===== src/rtl/alu_issue.sv =====
// Issue/capture sequencer for the registered MIPS ALU: decodes one instruction, drives the ALU,
// waits out its one-clock latency and returns result/branch/illegal. Define ALU_ISSUE_SHIFT_EN to decode sll/srl.
module alu_issue (
    input  logic        clk,
    input  logic        rst_n,
    input  logic        in_valid,
    output logic        in_ready,
    input  logic [31:0] instr,
    input  logic [31:0] rs_val,
    input  logic [31:0] rt_val,
    output logic [31:0] alu_in1,
    output logic [31:0] alu_in2,
    output logic [2:0]  alu_op,
    input  logic [31:0] alu_out,
    input  logic        alu_zero,
    output logic        out_valid,
    input  logic        out_ready,
    output logic [31:0] result,
    output logic        branch_taken,
    output logic        illegal
);

    typedef enum logic [1:0] {IDLE, EXEC, WAIT, DONE} state_t;

    state_t      state, state_nxt;
    logic [5:0]  opcode, funct;
    logic [15:0] imm;
    logic [31:0] imm_sext, imm_zext;
    logic        dec_legal, dec_beq, dec_bne;
    logic [2:0]  dec_op;
    logic [31:0] dec_in1, dec_in2;
    logic        br_eq, br_ne;
    logic        unused_fields;

    assign opcode   = instr[31:26];
    assign funct    = instr[5:0];
    assign imm      = instr[15:0];
    assign imm_sext = {{16{imm[15]}}, imm};
    assign imm_zext = {16'h0000, imm};
    // Register-number fields are resolved upstream; only the operand values arrive here.
    assign unused_fields = ^instr[25:16];

    always_comb begin
        dec_legal = 1'b1;
        dec_op    = 3'd0;
        dec_in1   = rs_val;
        dec_in2   = rt_val;
        dec_beq   = 1'b0;
        dec_bne   = 1'b0;
        case (opcode)
            6'h00: begin
                case (funct)
                    6'h20: dec_op = 3'd0;
                    6'h22: dec_op = 3'd1;
                    6'h24: dec_op = 3'd2;
                    6'h25: dec_op = 3'd3;
                    6'h2A: dec_op = 3'd6;
`ifdef ALU_ISSUE_SHIFT_EN
                    6'h00: begin
                        dec_op  = 3'd4;
                        dec_in1 = rt_val;
                        dec_in2 = {27'b0, instr[10:6]};
                    end
                    6'h02: begin
                        dec_op  = 3'd5;
                        dec_in1 = rt_val;
                        dec_in2 = {27'b0, instr[10:6]};
                    end
`endif
                    default: dec_legal = 1'b0;
                endcase
            end
            6'h08: begin dec_op = 3'd0; dec_in2 = imm_sext; end
            6'h0C: begin dec_op = 3'd2; dec_in2 = imm_zext; end
            6'h0D: begin dec_op = 3'd3; dec_in2 = imm_zext; end
            6'h23, 6'h2B: begin dec_op = 3'd0; dec_in2 = imm_sext; end
            6'h04: begin dec_op = 3'd1; dec_beq = 1'b1; end
            6'h05: begin dec_op = 3'd1; dec_bne = 1'b1; end
            default: dec_legal = 1'b0;
        endcase
    end

    always_ff @(posedge clk or negedge rst_n) begin
        if (!rst_n) state <= IDLE;
        else        state <= state_nxt;
    end

    always_comb begin
        state_nxt = state;
        case (state)
            IDLE:    if (in_valid) state_nxt = dec_legal ? EXEC : DONE;
            EXEC:    state_nxt = WAIT;
            WAIT:    state_nxt = DONE;
            DONE:    if (out_ready) state_nxt = IDLE;
            default: state_nxt = IDLE;
        endcase
    end

    always_comb begin
        in_ready  = (state == IDLE);
        out_valid = (state == DONE);
    end

    // ALU drive and result fields only move at accept (IDLE) and capture (WAIT).
    always_ff @(posedge clk or negedge rst_n) begin
        if (!rst_n) begin
            alu_in1      <= '0;
            alu_in2      <= '0;
            alu_op       <= '0;
            br_eq        <= 1'b0;
            br_ne        <= 1'b0;
            result       <= '0;
            branch_taken <= 1'b0;
            illegal      <= 1'b0;
        end else if (state == IDLE && in_valid) begin
            if (dec_legal) begin
                alu_in1 <= dec_in1;
                alu_in2 <= dec_in2;
                alu_op  <= dec_op;
                br_eq   <= dec_beq;
                br_ne   <= dec_bne;
            end else begin
                result       <= '0;
                branch_taken <= 1'b0;
                illegal      <= 1'b1;
            end
        end else if (state == WAIT) begin
            result       <= alu_out;
            branch_taken <= (br_eq & alu_zero) | (br_ne & ~alu_zero);
            illegal      <= 1'b0;
        end
    end

endmodule


===== config.mk =====
export PLATFORM = sky130hd
export DESIGN_NAME = alu_issue
export DESIGN_NICKNAME = d
export VERILOG_FILES = /design/src/rtl/alu_issue.sv
export SDC_FILE = /design/constraint.sdc
export NUM_CORES = 1
export LEC_CHECK = 0
export ABC_AREA = 1
export CAP_MARGIN = 20
export CORE_MARGIN = 4
export CORE_UTILIZATION = 41
export CTS_CLUSTER_DIAMETER = 150
export DETAILED_ROUTE_END_ITERATION = 8
export PLACE_DENSITY = 0.8
export SETUP_SLACK_MARGIN = 0.5
export SLEW_MARGIN = 25
export SYNTH_ARGS = -nofsm -noshare
export SYNTH_HDL_FRONTEND = slang
export SYNTH_SLANG_ARGS = --single-unit
export TNS_END_PERCENT = 10

===== constraint.sdc =====
create_clock -name clk -period 1.9 [get_ports clk]
set_input_delay 0.38 -clock clk [delete_from_list [all_inputs] [get_ports clk]]
set_output_delay 0.38 -clock clk [all_outputs]
set_load 0.02 [all_outputs]

* Word-level counts from Yosys, hierarchy flattened
Index checks and enable logic that the tools add are counted. Widths: inputs -> output; s select.
Word-level totals: register bits after elaboration 105, memories 0, RAM bits 0, memory bits (read-only) 0, bits of input ports 133, bits in latches 0
Cells by class: reductions and logical operators 12, div/mod/pow operators 0, $add $sub $neg 0, multiply operators 0, equality and inequality tests 18, muxes and demuxes 20, shift-type cells 0, bitwise gates (word level) 4, order comparisons 0
Operators with widths (number):
- $mux 32 | 3
- $pmux 32 s2 | 1
- $eq 6x6->1 const B | 7
- $pmux 3 s4 | 2
- $eq 6x4->1 const B | 3
- $eq 6x3->1 const B | 2
- $mux 1 | 9
- $pmux 2 s4 | 1
- $reduce_or 7->1 | 1
- $logic_not 6->1 | 1
- $mux 2 | 3
- $reduce_and 2->1 | 3
- $reduce_or 5->1 | 1
- $eq 2x2->1 const B | 2
- $ne 2x2->1 const B | 2
- $reduce_or 2->1 | 2
- $reduce_or 3->1 | 1
- $and 1x1->1 | 2
- $eq 2x1->1 const B | 1
- $logic_not 2->1 | 1
- $ne 2x1->1 const B | 1
- $pmux 1 s2 | 1
- $reduce_bool 2->1 | 1
- $logic_and 1x1->1 | 1
- other kinds (2) | 2

* Longest topological paths before layout
Gate-level depths: netlist (run 1).
depth in word-level cells 7, mapped depth 11

* Least setup slack after synthesis (run 1)
Ideal clock, no wire load.
kind register to register, start reg state[0], end reg alu_in2[16], setup time 65 ps, path slack 152 ps, clock period less this slack 1748 ps, arrival 1683 ps, buffers on the path 2, stages on the path, launching flop included 9, cell sequence dfrtp_1 > inv_1 > ha_1 > nand2_1 > inv_2 > buf_2 > clkbuf_1 > nand3_1 > nand2_1
Between the ends: cells in the longest elaborated chain, start to end 3
Ends and longest elaborated chain:
- from (decl) | line 25 | state_t state, state_nxt;
- from (signal assigned) | line 85 | else state <= state_nxt;
- $logic_not 2->1
- net in_ready | line 7 | output logic in_ready,
- $logic_and 1x1->1 | line 115 | end else if (state == IDLE && in_valid) begin
- $reduce_and 2->1 (no source line)
- to (signal assigned) | line 118 | alu_in2 <= dec_in2;
- to (decl) | line 12 | output logic [31:0] alu_in2,
The timed path passes the listed nets, and every way through them passes these cells. A chain may end at the register's enable or synchronous reset.

* Worst setup path after layout (run 1)
start reg state[0], end reg result[6]
Between the ends: cells in the longest elaborated chain, start to end 4, elaborated cells on any way between the ends 7, those cells by class eq/ne (2); mux (1); reduce/logical (4)
Ends and longest elaborated chain:
- $logic_not 2->1 | line 115
- $logic_and 1x1->1 | line 115
- $ne 2x2->1 (no source line) / $reduce_bool 2->1 (equally long branches)
- $reduce_and 2->1 (no source line)
- to (signal assigned) | line 128 | result <= alu_out;
- to (decl) | line 18 | output logic [31:0] result,
Several ways; a longest one is shown, not always the timed one.

==> impl_metrics.csv, run 1 <==
group,metric,value,unit
status,outcome,"completed",
clocking,clk_pin_slew,0.07,ns
global_route,grt.overflow.total,0,
synthesis,ys_seq_area_frac,0.527,
clocking,clk_latency,0.35,ns
setup_path,rr_worst_depth,9,
timing,fmax,0.653,GHz
layout,drive_above_1_share,0.235,
setup_path,crit_buf_inv,5,
synthesis,yosys_warnings,0,
synthesis,ys_top_cells_by_count,"nand2_1 (225), dfrtp_1 (105), nand3_1 (92)",
route,first_iter_violations,431,
setup_path,reg2reg_slack,0.37,ns
place,gp_congestion,0.822,
timing,min_period,1.53,ns
synthesis,synth_area_leaders,"dfrtp_1 (53%), nand2_1 (17%), nand3_1 (9.2%)",
synthesis,yosys.cell_types.count,27,
power_and_ir_drop,powerDensity,1300,nW/um^2
route,routed_wirelength,18500,um
clocking,htree_levels,3,
global_route,grt_pass1_vias,5518,
die,rows,40,
timing,grt_setup_unrepaired,"yes",
route,num_vias,5387,
global_route,gr-usage-all-layers,0.256,
route,drc,0,
layout,stdcell_area,8990,sq um
setup_path,start_kind,"flip-flop",
die,die_x,118,um
power_and_ir_drop,p_leak,0.00479,uW
setup_path,crit_top_cell,"inv_2",
place,placed_cell_area,7620,sq um
route,avgRoutedWirePerCell,17.8,um
layout,diodes,0,
die,coreArea,12000,sq um
timing,slew_viol_final,0,
die,initial_utilization,0.417,
synthesis,synth-edff-count,0,
route,first_pass_iters,5,
place,dp.final_hpwl,11100,um
synthesis,yosysTopAreaCellShare,0.527,
global_route,grt_max_degree,49,
clocking,hold_buffers,0,
setup_path,cpMaxStageDelayCell,"dfrtp_1",
layout,n_fill_cell,828,
synthesis,synth_cells,603,
setup_path,path_cells,"inv_2 -> buf_4 -> ha_1 -> inv_2 -> nor2_4 -> inv_4 -> buf_12 -> nand3_1 -> nand2_1",
place,io_buffers,225,
job,drv_cap,0,
place,place_inst,971,
synthesis,syn-cell-area,4980,sq um
timing,hold_violations,0,
setup_path,cp_slowest_stage_delay,0.41,ns
setup_path,required,2.14,ns
die,die_height,118,um
layout,area_delta_synth_final,80.4,%
clocking,clock-sinks,105,
clocking,cts_made_buffers,9,
die,ios,236,
power_and_ir_drop,peakVddDrop,0.000642,V
route,ant_nets,0,
global_route,grt_pass1_wl,28800,um
setup_path,arrival,1.77,ns
timing,finalWorstSetupSlack,0.370,ns
setup_path,rr_endpoint,"result[6]",
setup_path,r2r_start,"state[0]",
setup_path,worstSetupPathType,"flip-flop to flip-flop",
synthesis,syn_area_per_cell,8.27,sq um
synthesis,synth.most_common_cell,"nand2_1",
timing,slew_headroom,0.658,
route,routed_via_density,5.18,
timing,worst_pin_slew,0.512,ns
synthesis,synth_ff_type,"dfrtp_1",
timing,skew,0.00494,ns
setup_path,path_delay_family,"buffers and inverters",
setup_path,crit_fanout,17,
synthesis,async_flop_share,1.00,
synthesis,synth_fp_nets,739,
timing,finalSetupViolCount,0,
hold_path,hold_path_class,"input port to async pin",
synthesis,yosysTopAreaCell,"dfrtp_1",
timing,fin_crit_sh,0.805,
die,die-area,14000,sq um
place,post-place-ws,-0.207,ns
setup_path,crit_path_end_kind,"flip-flop",
synthesis,ys_ff_latch,105,
clocking,clockRootBuffer,"clkbuf_16",
layout,instances_no_fill,1040,
layout,nets,1024,
clocking,cts_tree,"done",
global_route,antenna_found_initial,0,
clocking,cts.path.max_buffers,2,
==> final cells by class <==
type                    instances  area, sq um  area share
clock buffers                  11          243      0.0270
clock inverters                 5          108      0.0120
inverters                      53          211      0.0235
multi-input cells             409         2240       0.249
flip-flops and latches        105         2630       0.292
well taps                     147          184      0.0205
repair buffers                310         3380       0.376
==> registers in the layout, summed over array words and instances, names as in the netlist <==
register and count:
alu_op 3, br_ne 1, alu_in2 32, alu_in1 32, branch_taken 1, state 2, br_eq 1, illegal 1
result 32
==> power breakdown <==
part | switching (uW) | internal [uW]
Sequential | 562 | 3200
Combinational | 3360 | 2430
Clock | 847 | 1330
Total | 4770 | 6960
==> routing by layer <==
| layer | global-route usage | up-vias | routed length [um] |
|---|---|---|---|
| met4 | 0.127 | 0 | 707 |
| met5 | 0 | - | 0 |
| met3 | 0.0541 | 52 | 1160 |
| met1 | 0.311 | 2593 | 7160 |
| met2 | 0.431 | 245 | 9440 |
| li1 | - | 2497 | - |
==> worst max-delay path by stage <==
stage                    from           end  slack [ns]  depth (start not counted)
floorplan           instr[30]  branch_taken        0.48                         11
global route         state[0]     result[6]        0.30                          9
finish               state[0]     result[6]        0.37                          9
CTS                  state[1]     out_valid        0.38                          2
detailed placement   instr[2]    alu_in1[0]       -0.21                         10
global placement     instr[2]    alu_in1[0]       -0.14                         10
==> cells by family after synthesis <==
| logic type | synth area share |
|---|---|
| buffers and inverters | 0.0853 |
| AOI/OAI and AO/OA | 0.0449 |
| adders and majority gates | 0.00753 |
| DFF | 0.527 |
| and+or+nand+nor | 0.335 |
==> cells in the final DEF, fill, tap and decap left out, types with 2 or more instances in the layout <==
master	netlist	final
nand2_1	225	203
clkdlybuf4s50_1	0	109
dfrtp_1	105	105
dlygate4sd2_1	0	101
nand3_1	92	70
inv_1	48	40
nand3_2	17	36
buf_4	5	36
o21ai_0	35	34
buf_12	1	19
nand2_2	2	18
buf_6	2	17
buf_16	0	13
clkbuf_16	0	12
inv_2	5	10
nand2_4	4	8
nor2_4	2	7
nor2_1	11	6
nand4_1	6	6
buf_2	15	6
nand3_4	0	3
a21oi_1	4	3
bufinv_16	0	3
buf_8	2	3
inv_4	0	2
nand2_8	0	2
o21ai_2	0	2
o21ai_1	3	2
inv_6	0	2
clkdlybuf4s15_2	0	2
==> per-stage QoR <==
step	total power (uW)	setup TNS, ns	utilization	hold WS [ns]
6_report	11700	0	0.752	0.00333
5_1_grt	12400	0	0.752	0.0286
4_1_cts	11400	0	0.727	0.00536
3_5_place_dp	9430	-15.80	0.637	0.386
3_3_place_gp	9250	-9.89	0.637	0.376
2_1_floorplan	6520	0	-	0.0844
==> what timing repair did <==
action | 4_1_cts | 5_1_grt
resized for setup | 228 | 50
endpoints found under the setup margin | 207 | 207
buffers inserted | 30 | 6
pin swaps | 26 | 15
cloned | 13 | 4
Note: power is estimated with default switching activity, not from simulation.
==> inputs of run 2 (changes only) <==
==> constraint.sdc (replaced) <==
create_clock -name clk -period 1.55 [get_ports clk]
set_input_delay 0.31 -clock clk [delete_from_list [all_inputs] [get_ports clk]]
set_output_delay 0.31 -clock clk [all_outputs]
set_load 0.02 [all_outputs]
==> run 2 against run 1 <==
Against the previous run:
- sequential power is 34% higher
- sequential cell count unchanged
- count of clock-buffer cells in the layout stayed put
- non-clock buffer count fell by 19
- fmax shrank 1.3%
- clock power is 4% higher
- combinational power increased by 43%
- via count shrank 1.6%
- global-route usage is 1.2 points lower
- clock skew increased by 0.0023 ns
- hold slack gained 0.43 ns
- critical path type unchanged
==> impl_metrics.csv, run 2 (synthesis gave the netlist of run 1 again) <==
group,metric,value,unit
status,outcome,"completed",
route,first_iter_violations,401,
die,coreArea,12000,sq um
die,die_height,118,um
power_and_ir_drop,p_leak,0.00458,uW
global_route,grt.overflow.total,0,
die,die-area,14000,sq um
clocking,clock-sinks,105,
clocking,clk_latency,0.35,ns
global_route,gr-usage-all-layers,0.244,
timing,setup-tns-final,0,ns
setup_path,arrival,1.78,ns
place,placed_cell_area,7620,sq um
layout,layout_common_cells,"nand2_1 (174), clkdlybuf4s50_1 (109), dfrtp_1 (104), buf_6 (104), nand3_1 (68)",
layout,final_common_cell,"nand2_1",
route,routed_via_density,5.16,
global_route,busiest_layer,"met2",
route,avgRoutedWirePerCell,18.2,um
place,place_inst,973,
layout,nets,1008,
timing,worst_pin_slew,0.393,ns
clocking,cts.path.max_buffers,2,
die,die_x,118,um
route,first_pass_iters,5,
global_route,grt_max_degree,35,
timing,min_period,1.55,ns
setup_path,cp-startpoint,"state[0]",
die,rows,40,
layout,drive_above_1_share,0.350,
place,dp.final_hpwl,11300,um
timing,skew,0.00721,ns
die,initial_utilization,0.417,
route,ant_nets,0,
global_route,met1_usage,0.281,
power_and_ir_drop,powerDensity,1710,nW/um^2
timing,fin_crit_sh,1.00,
global_route,antenna_found_initial,3,
clocking,cts_made_buffers,9,
power_and_ir_drop,pwr-share-clk,0.146,
power_and_ir_drop,intPower,9240,uW
clocking,cts_tree,"done",
job,drv_cap,0,
clocking,clockRootBuffer,"clkbuf_16",
clocking,htree_levels,3,
power_and_ir_drop,switching_share,0.407,
layout,stdcell_area,9100,sq um
power_and_ir_drop,fin_total_pwr,15600,uW
route,routed_wirelength,18700,um
clocking,clk_pin_slew,0.07,ns
setup_path,start_kind,"flip-flop",
power_and_ir_drop,peakVddDrop,0.000893,V
layout,area_delta_synth_final,82.5,%
route,drc,0,
timing,finalSetupViolCount,0,
timing,hold_ws,0.434,ns
timing,slew_headroom,0.738,
power_and_ir_drop,p_seq_frac,0.323,
power_and_ir_drop,p_comb_frac,0.531,
timing,fmax,0.645,GHz
layout,reg_top3,"alu_in1 (32), alu_in2 (32), result (32)",
power_and_ir_drop,p_sw,6340,uW
route,num_vias,5301,
global_route,met2_usage,0.419,
die,ios,236,
hold_path,hold_path_class,"input port to async pin",
global_route,grt_pass1_vias,5302,
global_route,grt_util_met3,0.0813,
setup_path,crit_path_end_kind,"flip-flop",
setup_path,required,1.78,ns
setup_path,worstSetupPathType,"flip-flop to flip-flop",
layout,instances_no_fill,1027,
global_route,grt_pass1_wl,27600,um
timing,slew_viol_final,0,
place,io_buffers,225,
timing,grt_setup_unrepaired,"yes",
place,gp_congestion,0.784,
setup_path,crit_fanout,33,
setup_path,r2r_start,"state[0]",
timing,hold_violations,0,
## run 2: power by group through the flow
| stage | clock network [uW] | logic (uW) | registers, uW |
|---|---|---|---|
| final | 2270 | 8280 | 5030 |
| after global routing | 2430 | 8800 | 5160 |
| after CTS | 2300 | 6710 | 4560 |
| after detailed placement | 0 | 6840 | 4640 |
| after global placement | 0 | 6650 | 4580 |
| after floorplan | 0 | 2130 | 5970 |
## run 2: per-layer routing
| metal | vias to the layer above | wire length, um |
|---|---|---|
| li1 | 2473 | - |
| met1 | 2543 | 6930 |
| met2 | 248 | 9640 |
| met3 | 37 | 1590 |
| met4 | 0 | 501 |
| met5 | - | 0 |
## run 2: per-stage QoR
stage               setup WS, ns   util
CTS                       0.0765  0.693
finish                  0.000292  0.760
floorplan                  0.174      -
global placement          -0.450  0.637
detailed placement        -0.528  0.637
global route             -0.0514  0.760
## run 2: final timing paths
check / to / cells after the start / slack (ns)
worst max-delay path: result[0] / 9 / 0.0003
worst min-delay path: branch_taken / 2 / 0.43
worst max register to register: result[0] / 9 / 0.0003
worst min register to register: alu_op[0] / 2 / 0.47
max in group asynchronous: result[9] / 3 / 0.60
min in group clk: br_ne / 3 / 0.44
## run 2: layout make-up
class | count | area [sq um]
multi-input cells | 412 | 2420
fillers | 825 | 2870
flip-flops and latches | 105 | 2630
diodes | 3 | 7.51
clock buffers | 11 | 233
repair buffers | 291 | 3330
clock inverters | 5 | 56.3
inverters | 53 | 235
well taps | 147 | 184
## run 2: critical path: stages, from the launching register on
cell and delay (ns):
dfrtp_1 0.40, inv_2 0.09, buf_4 0.13, ha_4 0.14
inv_4 0.04, nor2_4 0.12, buf_12 0.17, clkinv_16 0.12
nand3_1 0.13, nand2_1 0.09
## run 2: repair_timing
action,in CTS,in global routing
hold buffers,1,0
buffers inserted,14,3
cloned,11,6
hold endpoints to repair,22,0
pin swaps,10,36
resized for setup,163,590
endpoints found under the setup margin,208,208
==> inputs of run 3 (changes only) <==
--- a/config.mk
+++ b/config.mk
@@ -8,10 +8,11 @@
 export ABC_AREA = 1
 export CAP_MARGIN = 20
 export CORE_MARGIN = 4
-export CORE_UTILIZATION = 41
+export CORE_UTILIZATION = 40
 export CTS_CLUSTER_DIAMETER = 150
 export DETAILED_ROUTE_END_ITERATION = 8
-export PLACE_DENSITY = 0.8
+export GPL_TIMING_DRIVEN = 1
+export PLACE_DENSITY = 0.83
 export SETUP_SLACK_MARGIN = 0.5
 export SLEW_MARGIN = 25
 export SYNTH_ARGS = -nofsm -noshare
==> run 3 against run 2 <==
Against the previous run:
- fmax is 1.8% higher
- worst setup slack better by 0.028 ns
- sequential cell count stayed put
- critical path depth stayed put
- power is 9.1% lower
- combinational power is 12% lower
- non-clock buffer count is 2 higher
- design area is 5.3% lower
- via count is 4.7% lower
- clock power is 4% lower
- sequential share of layout area is 1.6 points higher
- hold slack worse by 0.065 ns
==> impl_metrics.csv, run 3 (synthesis gave the netlist of run 1 again) <==
group,metric,value,unit
timing,setup-tns-final,0,ns
layout,nets,1008,
route,avgRoutedWirePerCell,15.6,um
place,gp_congestion,0.820,
die,rows,40,
route,ant_nets,0,
place,post-place-ws,-0.517,ns
global_route,grt_pass1_wl,25700,um
setup_path,required,1.83,ns
clocking,clock-sinks,105,
power_and_ir_drop,p_leak,0.00452,uW
route,drc,0,
route,routed_via_density,4.84,
timing,hold_violations,0,
setup_path,cp_slowest_stage_delay,0.40,ns
timing,fin_crit_sh,0.982,
global_route,grt.overflow.total,0,
setup_path,crit_buf_inv,5,
setup_path,worstSetupPathType,"flip-flop to flip-flop",
clocking,clk_latency,0.34,ns
job,drv_cap,0,
route,first_pass_iters,4,
layout,final_common_cell,"nand2_1",
layout,area_delta_synth_final,72.8,%
clocking,htree_levels,3,
timing,finalWorstSetupSlack,0.0280,ns
route,routed_wirelength,16300,um
die,ios,236,
layout,utilization,0.711,
status,outcome,"completed",
setup_path,crit_fanout,9,
die,die-area,14300,sq um
layout,reg_top3,"alu_in1 (32), alu_in2 (32), result (32)",
global_route,grt_max_degree,49,
clocking,cts_tree,"done",
setup_path,cpMaxStageDelayCell,"dfrtp_1",
place,io_buffers,225,
timing,skew,0.00781,ns
global_route,grt_pass1_vias,5060,
global_route,gr-usage-all-layers,0.225,
die,initial_utilization,0.412,
place,dp.final_hpwl,10900,um
timing,worst_pin_slew,0.402,ns
timing,grt_setup_unrepaired,"yes",
setup_path,start_kind,"flip-flop",
hold_path,hold_path_class,"input port to async pin",
route,num_vias,5050,
die,die_x,120,um
power_and_ir_drop,powerDensity,1640,nW/um^2
timing,finalSetupViolCount,0,
setup_path,r2r_start,"state[1]",
clocking,clockRootBuffer,"clkbuf_16",
die,die_height,120,um
global_route,antenna_found_initial,1,
clocking,cts_made_buffers,9,
power_and_ir_drop,peakVddDrop,0.000922,V
setup_path,reg2reg_slack,0.03,ns
setup_path,rr_endpoint,"alu_in1[29]",
timing,slew_headroom,0.729,
die,coreArea,12100,sq um
timing,slew_viol_final,0,
setup_path,path_cells,"inv_2 -> ha_4 -> buf_6 -> nand2_4 -> inv_8 -> buf_6 -> bufbuf_16 -> nand3_2 -> nand2_1",
setup_path,path_delay_family,"buffers and inverters",
setup_path,arrival,1.80,ns
route,first_iter_violations,293,
setup_path,rr_worst_depth,9,
timing,min_period,1.52,ns
timing,fmax,0.657,GHz
power_and_ir_drop,fin_total_pwr,14200,uW
setup_path,crit_top_cell,"buf_6",
clocking,cts.path.max_buffers,2,
clocking,clk_pin_slew,0.07,ns
setup_path,crit_path_end_kind,"flip-flop",
layout,drive_above_1_share,0.245,
layout,layout_common_cells,"nand2_1 (207), clkdlybuf4s50_1 (109), dfrtp_1 (105)",
## run 3: what timing repair did
item | 4_1_cts | 5_1_grt
gates resized for setup | 173 | 300
pin swaps | 11 | 0
buffers inserted | 16 | 0
hold endpoints to repair | 11 | 0
cloned | 10 | 1
setup endpoints to repair | 208 | 208
hold buffers | 1 | 0
## run 3: worst reg2reg max path, stage by stage, from the launching register on
cell and delay [ns]:
dfrtp_1 0.40, inv_2 0.08, ha_4 0.14, buf_6 0.10
nand2_4 0.06, inv_8 0.12, buf_6 0.14, bufbuf_16 0.27
nand3_2 0.07, nand2_1 0.08
## run 3: stage by stage
step	instances	cell area [sq um]	hold slack (ns)
final	1043	8620	0.369
after global routing	1043	8620	0.382
after CTS	1041	8460	0.354
after detailed placement	1001	7700	0.173
after global placement	1001	7700	0.173
after floorplan	603	5100	0.0144
## run 3: routing by layer
metal / GRT usage / routed length, um / vias to the layer above
met5: 0 / 0 / -
met4: 0.0694 / 216 / 0
met3: 0.0584 / 1320 / 22
met2: 0.382 / 8260 / 191
met1: 0.281 / 6520 / 2375
li1: - / - / 2462
## run 3: how the worst max path moves through the flow
stage	startpoint	endpoint	slack [ns]	cells past startpoint
after detailed placement	instr[30]	alu_in1[0]	-0.52	9
after CTS	state[1]	in_ready	0.01	3
after global placement	instr[30]	alu_in2[27]	-0.42	9
final	state[1]	alu_in1[29]	0.03	9
after global routing	state[1]	result[11]	-0.04	9
after floorplan	state[1]	result[11]	0.17	9
## run 3: cell type report
type | instances | area, sq um
Inverter | 53 | 209
Antenna cell | 1 | 2.50
Clock buffer | 10 | 229
Sequential cell | 105 | 2630
Clock inverter | 3 | 45.0
Multi-Input combinational cell | 410 | 2120
Tap cell | 168 | 210
Fill cell | 935 | 3500
Timing Repair Buffer | 293 | 3180
## run 3: where the power goes
| group | leakage (uW) | switching [uW] | internal [uW] | total (uW) |
|---|---|---|---|---|
| clock | 0.000127 | 955 | 1230 | 2180 |
| combinational | 0.00303 | 3880 | 3400 | 7280 |
| sequential | 0.00136 | 780 | 3920 | 4700 |
==> variant: new RTL, flow settings as in run 3 <==
Re-encode `state_t` (4 states) as one-hot, 4 bits wide.
--- a/src/rtl/alu_issue.sv
+++ b/src/rtl/alu_issue.sv
@@ -20,7 +20,7 @@
     output logic        illegal
 );
 
-    typedef enum logic [1:0] {IDLE, EXEC, WAIT, DONE} state_t;
+    typedef enum logic [3:0] {IDLE = 4'b0001, EXEC = 4'b0010, WAIT = 4'b0100, DONE = 4'b1000} state_t;
 
     state_t      state, state_nxt;
     logic [5:0]  opcode, funct;
Formal check against the unedited RTL: same outputs for any inputs over 4 cycles, from zero or initial values and one cycle with rst_n low; so few cycles prove little.
==> variant against run 3 <==
The flow now finishes with violations (hold timing, setup timing). Sequential share of layout area hardly changed. Clock skew is 0.0049 ns higher. Total power is 15% lower. Sequential power is 7.9% lower. Routed wire length is 1.2% higher. Critical endpoint is now alu_in2[17]$_DFFE_PN0P_. Cell area is 2.0% higher. Sequential cell count is 2 higher. Highest routed layer unchanged. Synthesized area is 0.68% lower. Combinational power is 26% lower. Setup slack worse by 0.11 ns.
==> variant: results (changes against run 3) <==
stage,metric,value,unit,change
drt,drt_first_iter_violations,221,,-25%
grt,grt_util_met1,0.265,,-0.0156
drt,router_iterations_before_antenna_repair,5,,+1
finish,seq_cells,107,,+1.9%
finish,multi_input_area,2050,µm²,-3.1%
setup_path,category_of_cells_accounting_for_the_largest_share_of_critical_path_delay,flip-flops,,
outcome,violations,"hold timing, setup timing",,
clocking,post-cts-setup-buffer-count,15,,-1
power,comb_group,5.38,mW,-26%
grt,global_route_wire_length_before_repair,24900,µm,-3.1%
synthesis,top_cells_by_instance_count_after_synthesis,"sky130_fd_sc_hd__nand2_1 (262), sky130_fd_sc_hd__dfrtp_1 (106), sky130_fd_sc_hd__inv_1 (72), sky130_fd_sc_hd__nand3_1 (42)",,
finish,final_layout_size_suffix_gt1_frac,0.274,,+0.0295
setup_path,r2r.worst_path.cells,8,,-1
finish,clock_buffers,11,,+1
placement,detailed_place_hpwl,11100,µm,+1.9%
power,share_clk_of_total_power,0.195,,+0.041
power,total_leakage_power,4.93,nW,+9.3%
finish,nonClockInverterCount,76,,+43%
sta,setup_violations,104,,+104
power,vdd.ir_drop.worst,0.865,mV,-6.2%
placement,place_congestion,0.881,,+7.4%
synthesis,avgSynthCellArea,8.06,µm²,-2.5%
sta,timing_hold_violations_final,27,,+27
finish,insertedDiodeCount,0,,-1
clocking,cts.repair.resized,541,,+210%
synthesis,main_area_contributors_after_synthesis,"sky130_fd_sc_hd__dfrtp_1 (54%), sky130_fd_sc_hd__nand2_1 (20%), sky130_fd_sc_hd__inv_1 (5.5%)",,
sta,slew_headroom,0.722,,-0.00744
sta,worst_slack,-0.0818,ns,-0.110 ns
outcome,run_status,"complete, but fails checks",,
drt,mean_routed_wirelength_per_cell,15.4,µm,-1.5%
power,power.switching_fraction,0.367,,-0.0295
sta,finalHoldWorstSlack,-0.0983,ns,-0.468 ns
setup_path,peak_per_stage_delay_on_the_critical_path,0.60,ns,+0.20 ns
grt,grt_start_max_net_pins,43,,-12%
sta,finalClockSkew,0.0127,ns,+0.00490 ns
synthesis,post_synth_mux_area_share,0.0344,,+0.0344
drt,detailroute.wirelength.met2,8260,µm,about the same
synthesis,synth_compound_gate_area_share,0.0510,,+0.00612
synthesis,ys_types,26,,-3.7%
grt,grt_util_met3,0.0423,,-0.0162
placement,dp_slack,-0.607,ns,-0.0897 ns
-- variant: cell count changes after synthesis, moves of 8 or more --
cell	before	now
sky130_fd_sc_hd__o21ai_1	3	11
sky130_fd_sc_hd__o21ai_0	35	16
sky130_fd_sc_hd__nand3_2	17	4
sky130_fd_sc_hd__clkbuf_1	10	1
sky130_fd_sc_hd__mux2i_1	0	17
sky130_fd_sc_hd__nand3_1	92	42
sky130_fd_sc_hd__nand2_1	225	262
sky130_fd_sc_hd__inv_1	48	72
sky130_fd_sc_hd__a21oi_1	4	20
-- variant: cells by family after synthesis --
| family | after synthesis |
|---|---|
| buffers and inverters | 103 |
| AOI/OAI and AO/OA | 49 |
| DFF | 107 |
| muxes | 17 |
| and+or+nand+nor | 338 |
-- variant: per-stage QoR --
stage | TNS, ns | instance area (µm²)
2_1_floorplan | 0 | 5030
3_3_place_gp | -51.87 | 7830
3_5_place_dp | -56.58 | 7830
4_1_cts | -1.16 | 8520
5_1_grt | -12.93 | 8790
6_report | -5.06 | 8790
